## src/rtl/router_pkg.sv

```systemverilog
// Shared types and constants for the router packet transmitter.
// The header packs the payload length above the destination address.
package router_pkg;

  localparam int HDR_ADDR_W = 2;
  localparam int HDR_LEN_W  = 6;
  localparam int MAX_PAYLOAD = 63;
  localparam int DATA_W     = 8;
  localparam int BUF_DEPTH  = 64;
  localparam logic [HDR_ADDR_W-1:0] ILLEGAL_ADDR = 2'b11;

  typedef enum logic [2:0] {
    ST_IDLE    = 3'd0,
    ST_LOAD    = 3'd1,
    ST_HEADER  = 3'd2,
    ST_PAYLOAD = 3'd3,
    ST_PARITY  = 3'd4,
    ST_GAP     = 3'd5
  } tx_state_t;

  function automatic logic cfg_legal(input logic [HDR_ADDR_W-1:0] addr,
                                     input logic [HDR_LEN_W-1:0]  len);
    return (addr != ILLEGAL_ADDR) && (len != '0);
  endfunction

  function automatic logic [DATA_W-1:0] make_header(input logic [HDR_ADDR_W-1:0] addr,
                                                    input logic [HDR_LEN_W-1:0]  len);
    return {len, addr};
  endfunction

endpackage

```

## src/rtl/router_tx_buf.sv

```systemverilog
// Payload staging buffer: synchronous write, combinational read.
// The array is never reset; stale contents are always overwritten before use.
module router_tx_buf
  import router_pkg::*;
(
  input  logic                 i_clk,
  input  logic                 i_we,
  input  logic [HDR_LEN_W-1:0] i_waddr,
  input  logic [DATA_W-1:0]    i_wdata,
  input  logic [HDR_LEN_W-1:0] i_raddr,
  output logic [DATA_W-1:0]    o_rdata
);

  logic [DATA_W-1:0] r_mem [BUF_DEPTH];

  always_ff @(posedge i_clk) begin
    if (i_we) begin
      r_mem[i_waddr] <= i_wdata;
    end
  end

  assign o_rdata = r_mem[i_raddr];

endmodule

```

## src/rtl/router_pkt_tx.sv

```systemverilog
// Packet transmitter: buffers a payload, then sends header, payload and an
// XOR parity byte to the router, followed by a fixed idle gap.
module router_pkt_tx
  import router_pkg::*;
#(
  parameter int GAP_CYCLES = 2
) (
  input  logic                  i_clock,
  input  logic                  i_reset,
  input  logic                  i_start,
  input  logic [HDR_ADDR_W-1:0] i_dest_addr,
  input  logic [HDR_LEN_W-1:0]  i_pay_len,
  input  logic [DATA_W-1:0]     i_src_data,
  input  logic                  i_src_valid,
  output logic                  o_src_ready,
  input  logic                  i_busy,
  input  logic                  i_err,
  output logic [DATA_W-1:0]     o_data_in,
  output logic                  o_pkt_valid,
  output logic                  o_tx_idle,
  output logic                  o_tx_done,
  output logic                  o_cfg_err,
  output logic                  o_tx_err,
  output logic [2:0]            o_dbg_state
);

  localparam int GAP_W = (GAP_CYCLES > 1) ? $clog2(GAP_CYCLES) : 1;
  localparam logic [GAP_W-1:0] GAP_LAST = GAP_W'(GAP_CYCLES - 1);

  tx_state_t             r_state;
  logic [HDR_ADDR_W-1:0] r_addr;
  logic [HDR_LEN_W-1:0]  r_len;
  logic [HDR_LEN_W-1:0]  r_idx;
  logic [DATA_W-1:0]     r_parity;
  logic [DATA_W-1:0]     r_data_in;
  logic                  r_pkt_valid;
  logic                  r_src_ready;
  logic                  r_tx_idle;
  logic                  r_tx_done;
  logic                  r_cfg_err;
  logic                  r_tx_err;
  logic [GAP_W-1:0]      r_gap_cnt;

  logic                  w_src_xfer;
  logic                  w_last_idx;
  logic [HDR_LEN_W-1:0]  w_rd_addr;
  logic [DATA_W-1:0]     w_rd_data;

  // Handshakes: a source byte moves on a posedge with i_src_valid & o_src_ready;
  // the byte on o_data_in moves to the router on a posedge with i_busy low.
  assign w_src_xfer = i_src_valid & r_src_ready;
  assign w_last_idx = (r_idx == r_len - 6'd1);

  // Read one byte ahead so the next payload byte is ready at the accepting edge.
  assign w_rd_addr = (r_state == ST_PAYLOAD) ? r_idx + 6'd1 : '0;

  router_tx_buf u_buf (
    .i_clk   (i_clock),
    .i_we    (w_src_xfer),
    .i_waddr (r_idx),
    .i_wdata (i_src_data),
    .i_raddr (w_rd_addr),
    .o_rdata (w_rd_data)
  );

  always_ff @(posedge i_clock or posedge i_reset) begin
    if (i_reset) begin
      r_state     <= ST_IDLE;
      r_addr      <= '0;
      r_len       <= '0;
      r_idx       <= '0;
      r_parity    <= '0;
      r_data_in   <= '0;
      r_pkt_valid <= 1'b0;
      r_src_ready <= 1'b0;
      r_tx_idle   <= 1'b1;
      r_tx_done   <= 1'b0;
      r_cfg_err   <= 1'b0;
      r_tx_err    <= 1'b0;
      r_gap_cnt   <= '0;
    end else begin
      r_tx_done <= 1'b0;
      r_cfg_err <= 1'b0;
      case (r_state)
        ST_IDLE: begin
          if (i_start) begin
            if (cfg_legal(i_dest_addr, i_pay_len)) begin
              r_addr      <= i_dest_addr;
              r_len       <= i_pay_len;
              r_idx       <= '0;
              r_tx_err    <= 1'b0;
              r_src_ready <= 1'b1;
              r_tx_idle   <= 1'b0;
              r_state     <= ST_LOAD;
            end else begin
              r_cfg_err <= 1'b1;
            end
          end
        end
        ST_LOAD: begin
          if (w_src_xfer) begin
            r_idx <= r_idx + 6'd1;
            if (w_last_idx) begin
              r_src_ready <= 1'b0;
              r_data_in   <= make_header(r_addr, r_len);
              r_parity    <= make_header(r_addr, r_len);
              r_pkt_valid <= 1'b1;
              r_state     <= ST_HEADER;
            end
          end
        end
        ST_HEADER: begin
          if (!i_busy) begin
            r_idx     <= '0;
            r_data_in <= w_rd_data;
            r_state   <= ST_PAYLOAD;
          end
        end
        ST_PAYLOAD: begin
          if (!i_busy) begin
            r_parity <= r_parity ^ r_data_in;
            if (w_last_idx) begin
              r_data_in   <= r_parity ^ r_data_in;
              r_pkt_valid <= 1'b0;
              r_state     <= ST_PARITY;
            end else begin
              r_idx     <= r_idx + 6'd1;
              r_data_in <= w_rd_data;
            end
          end
        end
        ST_PARITY: begin
          if (!i_busy) begin
            r_tx_done <= 1'b1;
            r_data_in <= '0;
            r_gap_cnt <= '0;
            r_state   <= ST_GAP;
          end
        end
        ST_GAP: begin
          if (i_err) begin
            r_tx_err <= 1'b1;
          end
          if (r_gap_cnt == GAP_LAST) begin
            r_tx_idle <= 1'b1;
            r_state   <= ST_IDLE;
          end else begin
            r_gap_cnt <= r_gap_cnt + 1'b1;
          end
        end
        default: begin
          r_pkt_valid <= 1'b0;
          r_src_ready <= 1'b0;
          r_data_in   <= '0;
          r_tx_idle   <= 1'b1;
          r_state     <= ST_IDLE;
        end
      endcase
    end
  end

  assign o_src_ready = r_src_ready;
  assign o_data_in   = r_data_in;
  assign o_pkt_valid = r_pkt_valid;
  assign o_tx_idle   = r_tx_idle;
  assign o_tx_done   = r_tx_done;
  assign o_cfg_err   = r_cfg_err;
  assign o_tx_err    = r_tx_err;
  assign o_dbg_state = r_state;

endmodule
```

## config.mk

```make
export PLATFORM = sky130hd
export DESIGN_NAME = router_pkt_tx
export DESIGN_NICKNAME = d
export VERILOG_FILES = /design/src/rtl/router_pkg.sv /design/src/rtl/router_tx_buf.sv /design/src/rtl/router_pkt_tx.sv
export SDC_FILE = /design/constraint.sdc
export NUM_CORES = 1
export LEC_CHECK = 0
export CORE_AREA = 2 2 209 211
export DETAILED_ROUTE_END_ITERATION = 10
export DIE_AREA = 0 0 211 213
export PLACE_DENSITY_LB_ADDON = 0.15
export RECOVER_POWER = 25
export SYNTH_ARGS = -nofsm -noshare
export SYNTH_HDL_FRONTEND = slang
export SYNTH_SLANG_ARGS = --single-unit
export TNS_END_PERCENT = 20
```

## constraint.sdc

```tcl
create_clock -name i_clock -period 5 [get_ports i_clock]
set_input_delay 1.5 -clock i_clock [delete_from_list [all_inputs] [get_ports i_clock]]
set_output_delay 1.5 -clock i_clock [all_outputs]
set_load 0.01 [all_outputs]
```

# Yosys cells after proc, flatten, opt, wreduce, memory -nomap -nowiden
# Memory sizes are Yosys's and may differ from the RTL's.
# Index checks and enable logic that the tools add are counted.
[totals]
elab_cells = 114
reg_bits = 40
ramBits = 512
memories = 1
[memory_table]
columns = ["memory", "words", "word_bits", "read_ports", "rd_ports_with_merged_regs", "write_ports", "line_no", "source"]
rows = [
  ["u_buf.r_mem", 64, 8, 1, 0, 1, "router_tx_buf.sv:14", "logic [DATA_W-1:0] r_mem [BUF_DEPTH];"],
]
[op_classes]
n_mux = 52
bitwise = 6
eq_ne = 18
reduce_logical = 21
add_sub_neg = 3
[ops]
columns = ["operator", "n"]
rows = [
  ["8-bit 2-to-1 mux", 7],
  ["6-bit 2-to-1 mux", 7],
  ["8-bit one-hot mux with 5 select lines", 1],
  ["3-bit 2-to-1 mux", 9],
  ["6-bit one-hot mux with 4 select lines", 1],
  ["2-bit inequality test, second input constant", 11],
  ["1-bit 2-to-1 mux", 20],
  ["3-bit one-hot mux with 6 select lines", 1],
  ["8-bit one-hot mux with 2 select lines", 1],
  ["4-bit AND reduction", 3],
  ["4-bit OR reduction", 3],
  ["5-bit AND reduction", 2],
  ["1-bit one-hot mux with 3 select lines", 3],
  ["9-bit AND reduction", 1],
  ["8-bit bitwise XOR", 1],
  ["7-bit AND reduction", 1],
  ["6-bit by 1-bit adder with 6-bit output, second input constant", 1],
  ["3-bit by 2-bit equality test with 1-bit output, second input constant", 2],
  ["3-bit equality test, second input constant", 2],
  ["6-bit equality test", 1],
  ["6-bit AND reduction", 1],
  ["2-bit nonzero test", 3],
  ["6-bit nonzero test", 1],
  ["6-bit by 1-bit subtractor with 6-bit output, second input constant", 1],
  ["12 further kinds", 16],
]

# Logic depth before layout (Yosys ltp)
# Gate-level depths: netlist of the first run.
# An unclocked memory read counts as a cell.
[logic_depth]
ltp_word = 6
depth_mapped = 11

# Modules after synthesis
# A second synthesis of the first run with hierarchy kept.
[unflattened]
hier_cells = 1188
area_unflattened_um2 = 22387.7
[modules_own_cells]
columns = ["mod", "seq_area_each_um2", "cells_each", "instances", "area_per_inst_um2"]
rows = [
  ["router_tx_buf", 15374.7, 932, 1, 20006.7],
  ["router_pkt_tx", 1002.2, 256, 1, 2381.0],
]

# Worst setup path after synthesis of the first run
# OpenSTA, ideal clock, no wires.
[synth_timing]
kind = "input -> register"
start = "input port i_pay_len[1]"
end = "register r_idx[3]"
t_required_ps = 4908
slack_ps = 1972
t_arrival_ps = 2936
setup_ps = 92
cell_stages = 7
cell_sequence = "nor4_1 > a221o_1 > o21ai_0 > a21oi_1 > a211o_1 > or2_4 > o31ai_2"
[synth_via]
elab_chain_cells = 4
[synth_rtl]
columns = ["element", "line_no", "source"]
rows = [
  ["from (decl)", "router_pkt_tx.sv:12", "input logic [HDR_LEN_W-1:0] i_pay_len,"],
  ["6-bit nonzero test", "router_pkg.sv:23", "return (addr != ILLEGAL_ADDR) && (len != '0);"],
  ["1-bit logical AND", "router_pkg.sv:23", ""],
  ["2-bit inequality test (no line)", "-", ""],
  ["7-bit AND reduction (no line)", "-", ""],
  ["to (signal assigned)", "router_pkt_tx.sv:102", "r_idx <= r_idx + 6'd1;"],
  ["to (signal assigned)", "router_pkt_tx.sv:127", "r_idx <= r_idx + 6'd1;"],
  ["to (decl)", "router_pkt_tx.sv:33", "logic [HDR_LEN_W-1:0] r_idx;"],
]
# No other way between the ends.
# A chain may end at the register's enable or synchronous reset.

# Final worst setup path of the first run
[layout_timing]
start = "input port i_src_data[3]"
end = "memory u_buf.r_mem[23][3], data pin"
[layout_lines]
columns = ["element", "line_no", "source"]
rows = [
  ["from (decl)", "router_pkt_tx.sv:13", "input logic [DATA_W-1:0] i_src_data,"],
  ["to (decl)", "router_tx_buf.sv:14", ""],
]
# No word-level cell before the write port.

==> results of run 1 <==
==> layout make-up <==
| type | count | area share, % |
|---|---|---|
| tap | 546 | 2.62 |
| clock buffer | 70 | 5.58 |
| multi-input combinational | 904 | 24.8 |
| inverter | 11 | 0.158 |
| clock inverter | 34 | 1.31 |
| timing repair buffer | 83 | 2.67 |
| sequential | 552 | 62.9 |
==> flip-flops by register name (all words and copies together) (netlist names), 2 cells and up <==
register,flops
u_buf.r_mem,512
o_data_in,8
r_parity,8
r_idx,6
r_len,6
o_dbg_state,3
r_addr,2
==> cell families (layout without fill, tap and decap cells) <==
family / count (synthesis) / after routing
compound gates: 343 / 343
simple gates: 397 / 397
xor+xnor: 19 / 19
buf+inv: 126 / 198
flops: 552 / 552
mux: 142 / 142
fa+ha+maj: 3 / 3
==> how the worst max path moves through the flow <==
stage,endpoint,from,slack [ns],depth (start not counted)
after floorplan,r_idx[3],i_pay_len[1],1.97,7
after global placement,u_buf.r_mem[39][5],i_src_valid,0.95,4
after detailed placement,u_buf.r_mem[39][5],i_src_valid,0.89,4
after CTS,o_data_in[4],r_idx[0],1.16,8
after global routing,u_buf.r_mem[22][2],i_src_data[2],0.43,1
final,u_buf.r_mem[23][3],i_src_data[3],0.58,1
==> routing by layer <==
metal	global-route usage (%)	routed length (um)	up-vias
met5	0	0	-
met4	10.2	2120	0
met3	5.97	6780	115
met2	43.6	28900	855
met1	41.7	25900	7342
li1	-	-	6319
==> Yosys cell counts, types with 30 or more instances <==
library cell  count  area share (%)
nor2_1          106             1.7
mux2_2           46             2.2
o221ai_1         64             2.4
clkbuf_1         70             1.1
a21oi_1          62             1.3
nand2_1         109             1.8
nand3_1          36            0.77
nand2b_1         30            0.81
edfxtp_1        512              66
o211ai_1         32             1.0
dfrtp_1          39             4.2
or3_1            36            0.97
mux2i_1          75             3.2
==> power by group through the flow <==
stage          Combinational [mW]  Sequential [mW]  Clock (mW)
6_report                     4.39             5.48        4.10
5_1_grt                      4.66             5.51        4.33
4_1_cts                      4.33             5.47        4.14
3_5_place_dp                 4.31             5.56           0
3_3_place_gp                 4.27             5.55           0
2_1_floorplan                2.97             5.39           0
==> per-stage QoR <==
stage / instance area, sq um / power [mW] / utilization, % / cells / hold slack (ns)
detailed placement: 24300 / 9.87 / 56.9 / 2096 / 0.498
global route: 26100 / 14.5 / 61.0 / 2200 / 0.572
global placement: 24300 / 9.82 / 56.9 / 2096 / 0.496
finish: 26100 / 14.0 / 61.0 / 2200 / 0.510
floorplan: 23300 / 8.36 / - / 1582 / 0.489
CTS: 26100 / 13.9 / 61.1 / 2200 / 0.506
==> flow_summary.toml, run 1 <==
[sta]
finClkSkew_ns = 0.0170
rsz0062_at_grt = "no"
hold_viol_final = 0
fmax_mhz = 226
min_period_over_period_pct = 88.4
max_slew_margin_pct = -160
final-max-slew-violation-count = 390
fin_tns_setup_ns = 0
worstMarginPinSlew_ns = 3.91
setup_viol = 0
period_minus_slack_ns = 4.42
worst_slack_ns = 0.581

[detailed_routing]
drc_errors = 0
num_vias = 14600
drtAntennaViolNets = 0
drt-initial-drc-count = 1893
wl_per_cell_um = 28.9
wl_um = 63700
firstDrtPassIters = 6
vias_per_cell = 6.65

[synth]
synth_top_family_by_area = "compound AO/OA/AOI/OAI gates"
synthMuxAreaShare_pct = 7.48
ys_types = 76
synthArstFlopShare_pct = 7.25
synth_fa_ha_area_share_pct = 0.161
synth_edf_count = 512
synthSimpleGateAreaFrac_pct = 8.44
syn_avg_cell_area_sq_um = 14.7
ys_seq_elements = 552
synth_xor_area_share_pct = 0.747
synth-seq-area-share_pct = 70.3
synth_compound_area_share_pct = 10.7
yosysWarningCount = 0
synthFlopType = "edfxtp_1"
syn_nets = 1607
syn-instance-count = 1582
netlist_area_sq_mm = 0.0233

[clock_tree]
clk_latency_ns = 0.62
cts_tree = "done"
post_cts_resized = 0
cts_sinks = 552
clock_path_buffers = 3
post_cts_buffers = 0
cts_root_buffer = "clkbuf_16"
cts_buffers = 56
clk_pin_slew_ns = 0.06
hold_buffers = 0
htree_levels = 2

[flow_run]
drv_cap = 6

[layout]
multiInputGateArea_sq_mm = 0.00646
seqCellArea_sq_mm = 0.0164
drive_above_1_share_pct = 13.7
area_delta_synth_final_pct = 11.8
nNetsFinal = 1633
antenna_cells = 0
most-common-layout-cells = "512 x edfxtp_1, 109 x nand2_1, 106 x nor2_1"
nFillCells = 3219
layout_commonest_cell = "edfxtp_1"

[die]
die_h_um = 213
dieWidth_um = 211
start_util_pct = 54.6
core_area_sq_mm = 0.0427
rows = 76
ios = 39
die_area_sq_mm = 0.0449

[power_and_ir_drop]
p_int_mw = 9.11
p_leak_nw = 8.33
swShare_pct = 34.8
peakVddDrop_uv = 327
pwr-share-comb_pct = 31.4
p_per_area_mw_per_mm2 = 536
power_frac_clock_pct = 29.3
p_seq_share_pct = 39.2
switchingPower_mw = 4.87

[global_route]
grt_max_degree = 125
grt_pass1_vias = 14400
grt_remaining_overflow = 0
grtUsageTotal_pct = 28.8
grt_pass1_wl_um = 94000
antenna_found_initial = 0

[worst_setup_path]
startpoint_type = "input pin"
path_cells = "clkbuf_1"
critPathArrivalTime_ns = 4.26
timing.rr.end = "o_data_in[4]"
cp_max_fo = 64
reg2reg_slack_ns = 1.04
cp.required_ns = 4.84
crit_slowest_cell = "clkbuf_1"
r2r_cells = 8
r2r-start = "r_idx[0]"
path_class = "input pin to flop"
cp-end-kind = "flop"
crit_buf_inv = 1
cpPeakStageDelay_ns = 2.69
crit_family = "buffers and inverters"

[worst_hold_path]
hold_depth = 2
min_from = "o_tx_idle"
hold_path.class = "flop to flop"
worstHoldEndpoint = "o_tx_idle"

[place]
port_buffers = 38
gp_congestion = 0.890
place_ws_ns = 0.889
dp_hpwl_um = 37700

[run_status]
status = "finished with violations"
violations = "max-capacitance violations, max-slew violations"
(Power assumes the default switching activity.)
==> run 2, diff against run 1 <==
--- a/config.mk
+++ b/config.mk
@@ -10,6 +10,7 @@
 export DIE_AREA = 0 0 211 213
 export PLACE_DENSITY_LB_ADDON = 0.15
 export RECOVER_POWER = 25
+export SKIP_CTS_REPAIR_TIMING = 1
 export SYNTH_ARGS = -nofsm -noshare
 export SYNTH_HDL_FRONTEND = slang
 export SYNTH_SLANG_ARGS = --single-unit
==> results of run 2 <==
Final layout, timing and power as in run 1 (identical DEF).
